--- config.mk ---
export PLATFORM = sky130hd
export DESIGN_NAME = aes_block_assembler
export DESIGN_NICKNAME = d
export VERILOG_FILES = /design/src/rtl/aes_block_assembler.sv
export SDC_FILE = /design/constraint.sdc
export NUM_CORES = 1
export LEC_CHECK = 0
export BUFFER_PORTS_ARGS = -buffer_cell sky130_fd_sc_hd__buf_2
export CAP_MARGIN = 20
export CORE_AREA = 8 8 210 192
export DETAILED_ROUTE_END_ITERATION = 8
export DIE_AREA = 0 0 218 200
export GPL_ROUTABILITY_DRIVEN = 0
export GPL_TIMING_DRIVEN = 0
export PLACE_DENSITY_LB_ADDON = 0.3
export RECOVER_POWER = 25
export SKIP_CTS_REPAIR_TIMING = 1
export SYNTH_ARGS = -nofsm -noshare
export SYNTH_HDL_FRONTEND = slang
export SYNTH_SLANG_ARGS = --single-unit
--- constraint.sdc ---
create_clock -name clk -period 4.2 [get_ports clk]
set_input_delay 1.05 -clock clk [delete_from_list [all_inputs] [get_ports clk]]
set_output_delay 1.05 -clock clk [all_outputs]
set_load 0.005 [all_outputs]
--- src/rtl/aes_block_assembler.sv ---
`default_nettype none
// ============================================================================
// Module   : aes_block_assembler
// Purpose  : Packs USB DATAx payload bytes, delivered one per enable_data
//            strobe from the PID decoder, into BLOCK_BYTES-wide AES input
//            blocks. Each completed block is handed to the AES core through a
//            valid/ready handshake. One block of buffering (assembly register
//            plus output holding register) lets reception continue while the
//            core is busy. A byte that arrives while both registers are full
//            is dropped and latches the sticky overrun flag.
// Build    : Define PKCS_PAD_EN to have flush PKCS#7-pad and emit the partial
//            block. Without it, flush discards the partial block.
// Ports    : clk          system clock
//            n_rst        asynchronous active-low reset
//            enable_data  one-cycle strobe, rcv_data holds a payload byte
//            rcv_data     received payload byte
//            flush        one-cycle end-of-stream strobe
//            block_ready  AES core accepts block_data this cycle
//            block_data   assembled block, first byte in the MSB byte lane
//            block_valid  block_data holds an unconsumed block
//            byte_count   bytes currently in the assembly register
//            overrun      sticky byte-dropped flag, cleared only by reset
// Revision : 1.0 - initial release
// ============================================================================
module aes_block_assembler #(
  parameter int BLOCK_BYTES = 16,
  parameter int CNT_W       = 5
) (
  input  logic                     clk,
  input  logic                     n_rst,
  input  logic                     enable_data,
  input  logic [7:0]               rcv_data,
  input  logic                     flush,
  input  logic                     block_ready,
  output logic [8*BLOCK_BYTES-1:0] block_data,
  output logic                     block_valid,
  output logic [CNT_W-1:0]         byte_count,
  output logic                     overrun
);

  localparam int BW = 8 * BLOCK_BYTES;
  localparam logic [CNT_W-1:0] FULL_CNT = CNT_W'(BLOCK_BYTES);

  typedef enum logic [0:0] {
    FILL = 1'b0,
    HOLD = 1'b1
  } state_t;

  state_t           state_q, state_d;
  logic [BW-1:0]    asm_q, asm_d;
  logic [CNT_W-1:0] cnt_q, cnt_d;
  logic [BW-1:0]    out_q, out_d;
  logic             valid_q, valid_d;
  logic             ovr_q, ovr_d;

  // Working copies of the assembly register after this cycle's byte and
  // flush have been applied, before deciding where the result goes.
  logic [BW-1:0]    asm_tmp;
  logic [CNT_W-1:0] cnt_tmp;
  logic             complete;
  logic             out_free;
`ifdef PKCS_PAD_EN
  logic [7:0]       pad_byte;
`endif

  always_ff @(posedge clk or negedge n_rst) begin
    if (!n_rst) begin
      state_q <= FILL;
      asm_q   <= '0;
      cnt_q   <= '0;
      out_q   <= '0;
      valid_q <= 1'b0;
      ovr_q   <= 1'b0;
    end else begin
      state_q <= state_d;
      asm_q   <= asm_d;
      cnt_q   <= cnt_d;
      out_q   <= out_d;
      valid_q <= valid_d;
      ovr_q   <= ovr_d;
    end
  end

  always_comb begin
    state_d  = state_q;
    asm_d    = asm_q;
    cnt_d    = cnt_q;
    out_d    = out_q;
    valid_d  = valid_q;
    ovr_d    = ovr_q;
    asm_tmp  = asm_q;
    cnt_tmp  = cnt_q;
    complete = 1'b0;
`ifdef PKCS_PAD_EN
    pad_byte = 8'h00;
`endif

    // The output register can take a new block this edge if it is empty or
    // its current block is being accepted right now.
    out_free = !valid_q || block_ready;

    if (valid_q && block_ready) begin
      valid_d = 1'b0;
    end

    case (state_q)
      FILL: begin
        if (enable_data) begin
          for (int i = 0; i < BLOCK_BYTES; i++) begin
            if (CNT_W'(i) == cnt_q) begin
              asm_tmp[8*(BLOCK_BYTES-1-i) +: 8] = rcv_data;
            end
          end
          cnt_tmp = cnt_q + CNT_W'(1);
        end

        complete = (cnt_tmp == FULL_CNT);

        // Flush acts on the post-capture contents; a byte that completes
        // the block takes priority and flush then has nothing left to do.
        if (flush && !complete) begin
`ifdef PKCS_PAD_EN
          pad_byte = 8'(BLOCK_BYTES - int'(cnt_tmp));
          for (int i = 0; i < BLOCK_BYTES; i++) begin
            if (CNT_W'(i) >= cnt_tmp) begin
              asm_tmp[8*(BLOCK_BYTES-1-i) +: 8] = pad_byte;
            end
          end
          complete = 1'b1;
`else
          asm_tmp = '0;
          cnt_tmp = '0;
`endif
        end

        if (complete) begin
          if (out_free) begin
            out_d   = asm_tmp;
            valid_d = 1'b1;
            asm_d   = '0;
            cnt_d   = '0;
          end else begin
            asm_d   = asm_tmp;
            cnt_d   = FULL_CNT;
            state_d = HOLD;
          end
        end else begin
          asm_d = asm_tmp;
          cnt_d = cnt_tmp;
        end
      end

      HOLD: begin
        // No room anywhere: the byte is lost, even on the exit edge.
        if (enable_data) begin
          ovr_d = 1'b1;
        end
        // block_valid is necessarily 1 here, so ready alone means transfer.
        if (block_ready) begin
          out_d   = asm_q;
          valid_d = 1'b1;
          asm_d   = '0;
          cnt_d   = '0;
          state_d = FILL;
        end
      end

      default: begin
        state_d = FILL;
      end
    endcase
  end

  assign block_data  = out_q;
  assign block_valid = valid_q;
  assign byte_count  = cnt_q;
  assign overrun     = ovr_q;

endmodule
`default_nettype wire

=== Yosys cells after proc, flatten, opt, wreduce, memory -nomap -nowiden ===
Index checks and enable logic that the tools add are counted.
Widths: inputs -> output; s select.

* Bits of input ports: 13
* Flip-flop bits (word level): 264
* Output and inout port bits: 135
* Logic and storage cells: 77

* Multiplexer cells: 42
* Eq/ne operators: 19
* Add/sub/neg operators: 1
* Reduce and logical (&&, ||, !) cells: 8
* Bitwise operators: 1

{| class="wikitable"
|+ Operators with widths
! cell !! number
|-
| $mux 128 || 8
|-
| $pmux 128 s2 || 2
|-
| $mux 8 || 16
|-
| $eq 4x5->1 const A || 8
|-
| $mux 5 || 6
|-
| $eq 3x5->1 const A || 4
|-
| $eq 2x5->1 const A || 2
|-
| $pmux 5 s2 || 1
|-
| $mux 1 || 7
|-
| $ne 2x2->1 const B || 3
|-
| $add 5x1->5 const B || 1
|-
| $eq 1x5->1 const A || 1
|-
| $eq 5x5->1 const B || 1
|-
| $logic_not 5->1 || 1
|-
| $pmux 1 s2 || 2
|-
| $reduce_and 3->1 || 1
|-
| $logic_and 1x1->1 || 2
|-
| $logic_not 1->1 || 2
|-
| $reduce_and 2->1 || 1
|-
| $logic_or 1x1->1 || 1
|-
| $not 1->1 || 1
|}

=== Longest topological paths before layout ===
* Depth in word-level cells: 10
* Mapped depth: 12
* Mapped depth without buffers: 8

=== Worst setup path after synthesis ===
OpenSTA, ideal clock, no wires.

* Path kind: input port to flip-flop
* From: input enable_data
* To: register out_q[35], in the netlist block_data[35]
* Path buffers: 3
* Data arrival time: 2.723 ns
* Library setup time: 0.128 ns
* Data required time: 4.072 ns
* Slack: 1.350 ns
* Stages: 8
* Cells stage by stage: clkbuf_1 -> a21o_1 -> o21a_1 -> nor2_4 -> o22ai_1 -> buf_2 -> buf_2 -> mux2_1

* Word-level cells in the longest chain between the ends: 9
* Elaborated cells between the ends (all ways): 12
* Classes of those cells: eq/ne (2); mux (7); reduce/logical (3)

{| class="wikitable"
|+ Ends and longest elaborated chain
! element !! line !! source
|-
| start, declared || 31 || <nowiki>input logic enable_data,</nowiki>
|-
| $mux 5 || 108 || <nowiki>if (enable_data) begin</nowiki>
|-
| $mux 5 || 106 || <nowiki>case (state_q)</nowiki>
|-
| $eq 5x5->1 || 117 || <nowiki>complete = (cnt_tmp == FULL_CNT);</nowiki>
|-
| $logic_not 1->1 || 121 || <nowiki>if (flush && !complete) begin</nowiki>
|-
| $logic_and 1x1->1 || 121 ||
|-
| $mux 128 || 121 ||
|-
| $mux 128 || 137 || <nowiki>if (out_free) begin</nowiki>
|-
| $mux 128 || 136 || <nowiki>if (complete) begin</nowiki>
|-
| $pmux 128 s2 || 106 ||
|-
| end signal, assigned || 78 || <nowiki>out_q <= out_d;</nowiki>
|-
| end, declared || 52 || <nowiki>logic [BW-1:0] out_q, out_d;</nowiki>
|}

Several ways; a longest one is shown, not always the timed one. The select of a mux whose other input is x is not followed.
A chain may end at the register's enable or synchronous reset.

=== Worst setup path in the final report ===
* From: register cnt_q[0], in the netlist byte_count[0]
* To: register asm_q[70]

* Word-level cells in the longest chain between the ends: 10
* Elaborated cells between the ends (all ways): 13
* Classes of those cells: add/sub (1); eq/ne (2); mux (8); reduce/logical (2)

{| class="wikitable"
|+ Ends and longest elaborated chain
! element !! line !! source
|-
| start, declared || 51 || <nowiki>logic [CNT_W-1:0] cnt_q, cnt_d;</nowiki>
|-
| start signal, assigned || 77 || <nowiki>cnt_q <= cnt_d;</nowiki>
|-
| $add 5x1->5 || 114 || <nowiki>cnt_tmp = cnt_q + CNT_W'(1);</nowiki>
|-
| $mux 5 || 108 ||
|-
| $mux 5 || 106 ||
|-
| $eq 5x5->1 || 117 ||
|-
| $logic_not 1->1 || 121 ||
|-
| $logic_and 1x1->1 || 121 ||
|-
| $mux 128 || 121 ||
|-
| $mux 128 || 137 ||
|-
| $mux 128 (*) || 136 ||
|-
| $pmux 128 s2 (*) || 106 ||
|-
| end signal, assigned || 76 || <nowiki>asm_q <= asm_d;</nowiki>
|-
| end, declared || 50 || <nowiki>logic [BW-1:0] asm_q, asm_d;</nowiki>
|}

Every way passes the cells marked *; elsewhere a longest branch is shown, timed or not. The select of a mux whose other input is x is not followed.

==> impl_table.tex <==
\begin{tabular}{lr}
\hline
Metric & Value \\
\hline
\multicolumn{2}{l}{\textbf{Run status}} \\
Run status & finished with violations \\
Violated checks & capacitance limit, slew limit \\
\multicolumn{2}{l}{\textbf{Min path}} \\
Worst Hold Class & flop to flop \\
Instance count along the most critical hold path & 1 \\
\multicolumn{2}{l}{\textbf{CTS}} \\
TritonCTS clock tree & yes \\
Htree depth & 1 \\
Clk slew on worst S/H paths & 0.06 ns \\
Buffer depth of the longest clock path & 3 \\
Clock Tree Root & sky130\_fd\_sc\_hd\_\_clkbuf\_16 \\
Latest clock arrival within the worst-skew pair & 0.57 ns \\
Clock Sinks & 264 \\
TritonCTS Buffers & 30 \\
\multicolumn{2}{l}{\textbf{Layout}} \\
Inserted Diodes & 0 \\
Post-route insts no fill & 1911 \\
Post-Layout Inst Area & 16200 um\^{}2 \\
Synthesis-to-layout area growth & 17.9\% \\
Share of cells above drive strength 1 & 27.4\% \\
Post-layout net count & 1422 \\
Share of the core filled with cells in the final layout & 44.1\% \\
Number of filler instances in the final layout & 3477 \\
\multicolumn{2}{l}{\textbf{Die}} \\
Number of placement rows & 67 \\
DIE HEIGHT & 200 um \\
Starting density of the core & 37.4\% \\
Die W & 218 um \\
Area of the die & 43600 um\^{}2 \\
Area of the core & 36700 um\^{}2 \\
Number of top-level pins & 148 \\
\multicolumn{2}{l}{\textbf{Yosys}} \\
Post-synth EDFFs & 0 \\
Most common cell in the netlist & sky130\_fd\_sc\_hd\_\_dfrtp\_1 \\
Flop and latch count out of synthesis & 264 \\
Mean area per synthesized cell & 11.2 um\^{}2 \\
Cell type contributing the most total cell area after synthesis & sky130\_fd\_sc\_hd\_\_dfrtp\_1 \\
Async set or reset register ratio after synthesis & 100\% \\
Cell types with the highest counts after synthesis & 264 x sky130\_fd\_sc\_hd\_\_dfrtp\_1, 128 x sky130\_fd\_sc\_hd\_\_mux2\_2, 112 x sky130\_fd\_sc\_hd\_\_mux2\_1 \\
Portion of the post-synthesis area used by sequential elements & 48.1\% \\
Fraction of synthesized cell area taken by the top area cell type & 48.1\% \\
Gate count of the mapped netlist & 1228 \\
Top cells by area in the synthesized netlist & sky130\_fd\_sc\_hd\_\_dfrtp\_1 48\%, sky130\_fd\_sc\_hd\_\_mux2\_2 10\%, sky130\_fd\_sc\_hd\_\_mux2\_1 9.2\% \\
Post-synthesis instance area & 13700 um\^{}2 \\
Netlist cell types & 53 \\
YS warnings & 0 \\
Synthesized net count & 1246 \\
Flip-flop cell with the highest count after synthesis & sky130\_fd\_sc\_hd\_\_dfrtp\_1 \\
\multicolumn{2}{l}{\textbf{Critical path}} \\
Kind of critical path & flop to flop \\
Worst EP required & 4.61 ns \\
CP bufs+invs & 2 \\
Worst path cell trace & ha\_1, buf\_1, and3\_1, ha\_1, nand4bb\_1, a22oi\_1, a21oi\_1, o21ai\_2, clkbuf\_1, o21ai\_0 \\
Critical path capture point type & flop \\
Total number of cells along the worst setup path & 10 \\
CP Data Arrival Time & 4.36 ns \\
Largest incremental delay on the critical path & 0.78 ns \\
Largest driver fanout on the critical path & 11 \\
Critical Path Most Common Cell & sky130\_fd\_sc\_hd\_\_ha\_1 \\
Top cell family by delay on the critical path & compound AO/OA/AOI/OAI gates \\
Type of element launching the critical path & flop \\
Crit path max-delay cell type & sky130\_fd\_sc\_hd\_\_clkbuf\_1 \\
Worst reg2reg path depth & 10 \\
\multicolumn{2}{l}{\textbf{Routing}} \\
Post-detailed-route count of antenna-violating nets & 0 \\
Initial detailed-routing violation count & 1104 \\
Post-route DRC & 0 \\
Number of search-and-repair iterations in the first detailed-routing pass & 8 \\
Via total after detailed routing & 11.2k \\
Post-detailed-route via-to-cell ratio & 5.84 \\
Final routed wirelength across all metal layers & 45600 um \\
Routed WL per cell & 23.9 um \\
\multicolumn{2}{l}{\textbf{Timing}} \\
Max Clk Rate & 0.253 GHz \\
Number of endpoints with negative hold slack in the final report & 0 \\
Worst clock skew & 0.0126 ns \\
Final worst hold slack & 0.481 ns \\
Headroom to the max-slew limit & -66.4\% \\
Post-route setup TNS & 0 ns \\
Slew Viols, Final & 96 \\
Worst Tran Pin Value & 2.50 ns \\
Setup repair after global routing missed its margin & false \\
Period utilisation layout & 94.2\% \\
Post-route worst setup slack & 0.245 ns \\
Setup violation total in the final timing report & 0 \\
Final min period & 3.95 ns \\
\multicolumn{2}{l}{\textbf{Placed design}} \\
DP Area & 15100 um\^{}2 \\
Placed Cells & 1854 \\
Worst slack, placed & 0.0150 ns \\
Port-buffer cells & 140 \\
Estimated wirelength of the detail-placed design & 31000 um \\
\multicolumn{2}{l}{\textbf{Global routing}} \\
Global-route wire length before repair & 69700 um \\
Global routing usage summed across all routing layers & 20.5\% \\
Largest net degree at the start of global routing & 97 \\
Initial antenna violation count & 0 \\
Vias in the first global route & 11.1k \\
GRT overflow & 0 \\
\multicolumn{2}{l}{\textbf{Power}} \\
Total leakage power & 7.75 nW \\
Total power & 5.85 mW \\
Power per cell area & 361 nW/um\^{}2 \\
Largest vdd supply drop & 0.261 mV \\
\multicolumn{2}{l}{\textbf{Job}} \\
Max\_cap viols & 1 \\
\hline
\end{tabular}
logic make-up (layout without fill, tap and decap cells):
kind of cell	after synthesis	count (layout)	share of synthesized area, %
buf+inv	147	347	4.58
fa+ha+maj	5	5	0.455
flops	264	264	48.1
mux	240	240	19.7
compound gates	345	345	18.6
simple gates	226	226	8.56
xor+xnor	1	1	0.0637
metal layers:
| metal | vias up | routed length, um | GRT usage (%) |
|---|---|---|---|
| met1 | 5650 | 20500 | 29.3 |
| li1 | 4983 | - | - |
| met4 | 0 | 1070 | 5.12 |
| met5 | - | 0 | 0 |
| met2 | 463 | 20600 | 31.4 |
| met3 | 73 | 3560 | 4.25 |
layout by cell type, fill, tap and decap left out, types with 8 or more instances in the layout:
cell	count
sky130_fd_sc_hd__dfrtp_1	264
sky130_fd_sc_hd__buf_2	161
sky130_fd_sc_hd__mux2_2	128
sky130_fd_sc_hd__mux2_1	112
sky130_fd_sc_hd__clkbuf_1	91
sky130_fd_sc_hd__o211ai_1	89
sky130_fd_sc_hd__nand2_1	69
sky130_fd_sc_hd__nand3_1	53
sky130_fd_sc_hd__o31ai_1	40
sky130_fd_sc_hd__a31oi_1	38
sky130_fd_sc_hd__and3_1	34
sky130_fd_sc_hd__a22oi_1	34
sky130_fd_sc_hd__o2bb2ai_1	33
sky130_fd_sc_hd__clkbuf_16	31
sky130_fd_sc_hd__o21ai_1	26
sky130_fd_sc_hd__o21ai_0	22
sky130_fd_sc_hd__inv_1	19
sky130_fd_sc_hd__or2_2	18
sky130_fd_sc_hd__nor2_1	16
sky130_fd_sc_hd__a21oi_1	12
sky130_fd_sc_hd__buf_4	10
sky130_fd_sc_hd__buf_1	10
sky130_fd_sc_hd__a32oi_1	9
sky130_fd_sc_hd__o2bb2a_1	9
sky130_fd_sc_hd__and2_1	9
sky130_fd_sc_hd__nor2b_1	8
sky130_fd_sc_hd__a221oi_2	8
sky130_fd_sc_hd__a32o_1	8
sky130_fd_sc_hd__clkinv_2	8
state kept, by name, indices dropped and copies added, names as in the netlist:
name / cells
block_data: 128
state_q: 1
block_valid: 1
byte_count: 5
asm_q: 128
overrun: 1
cell type report:
type / count / area (um^2) / area share [%]
inverter: 19 / 71.3 / 0.440
clock buffer: 40 / 850 / 5.24
clock inverter: 16 / 238 / 1.47
multi-input combinational: 817 / 6510 / 40.2
buffer: 128 / 558 / 3.44
timing repair buffer: 144 / 766 / 4.72
tap: 483 / 604 / 3.73
sequential: 264 / 6610 / 40.8
report_power, final:
group	switching (mW)	internal, mW
Combinational	0.259	0.101
Clock	1.10	1.78
Sequential	0.0238	2.58
Total	1.39	4.46
path summary, 6_finish.rpt:
check                         startpoint        endpoint  slack [ns]
min                            asm_q[57]       asm_q[57]        0.48
max in group asynchronous          n_rst  block_data[98]        1.24
max reg2reg                byte_count[0]       asm_q[70]        0.25
max                        byte_count[0]       asm_q[70]        0.25
min reg2reg                    asm_q[57]       asm_q[57]        0.48
min in group asynchronous          n_rst  block_data[27]        1.19
Note: power is estimated with default switching activity, not from simulation.
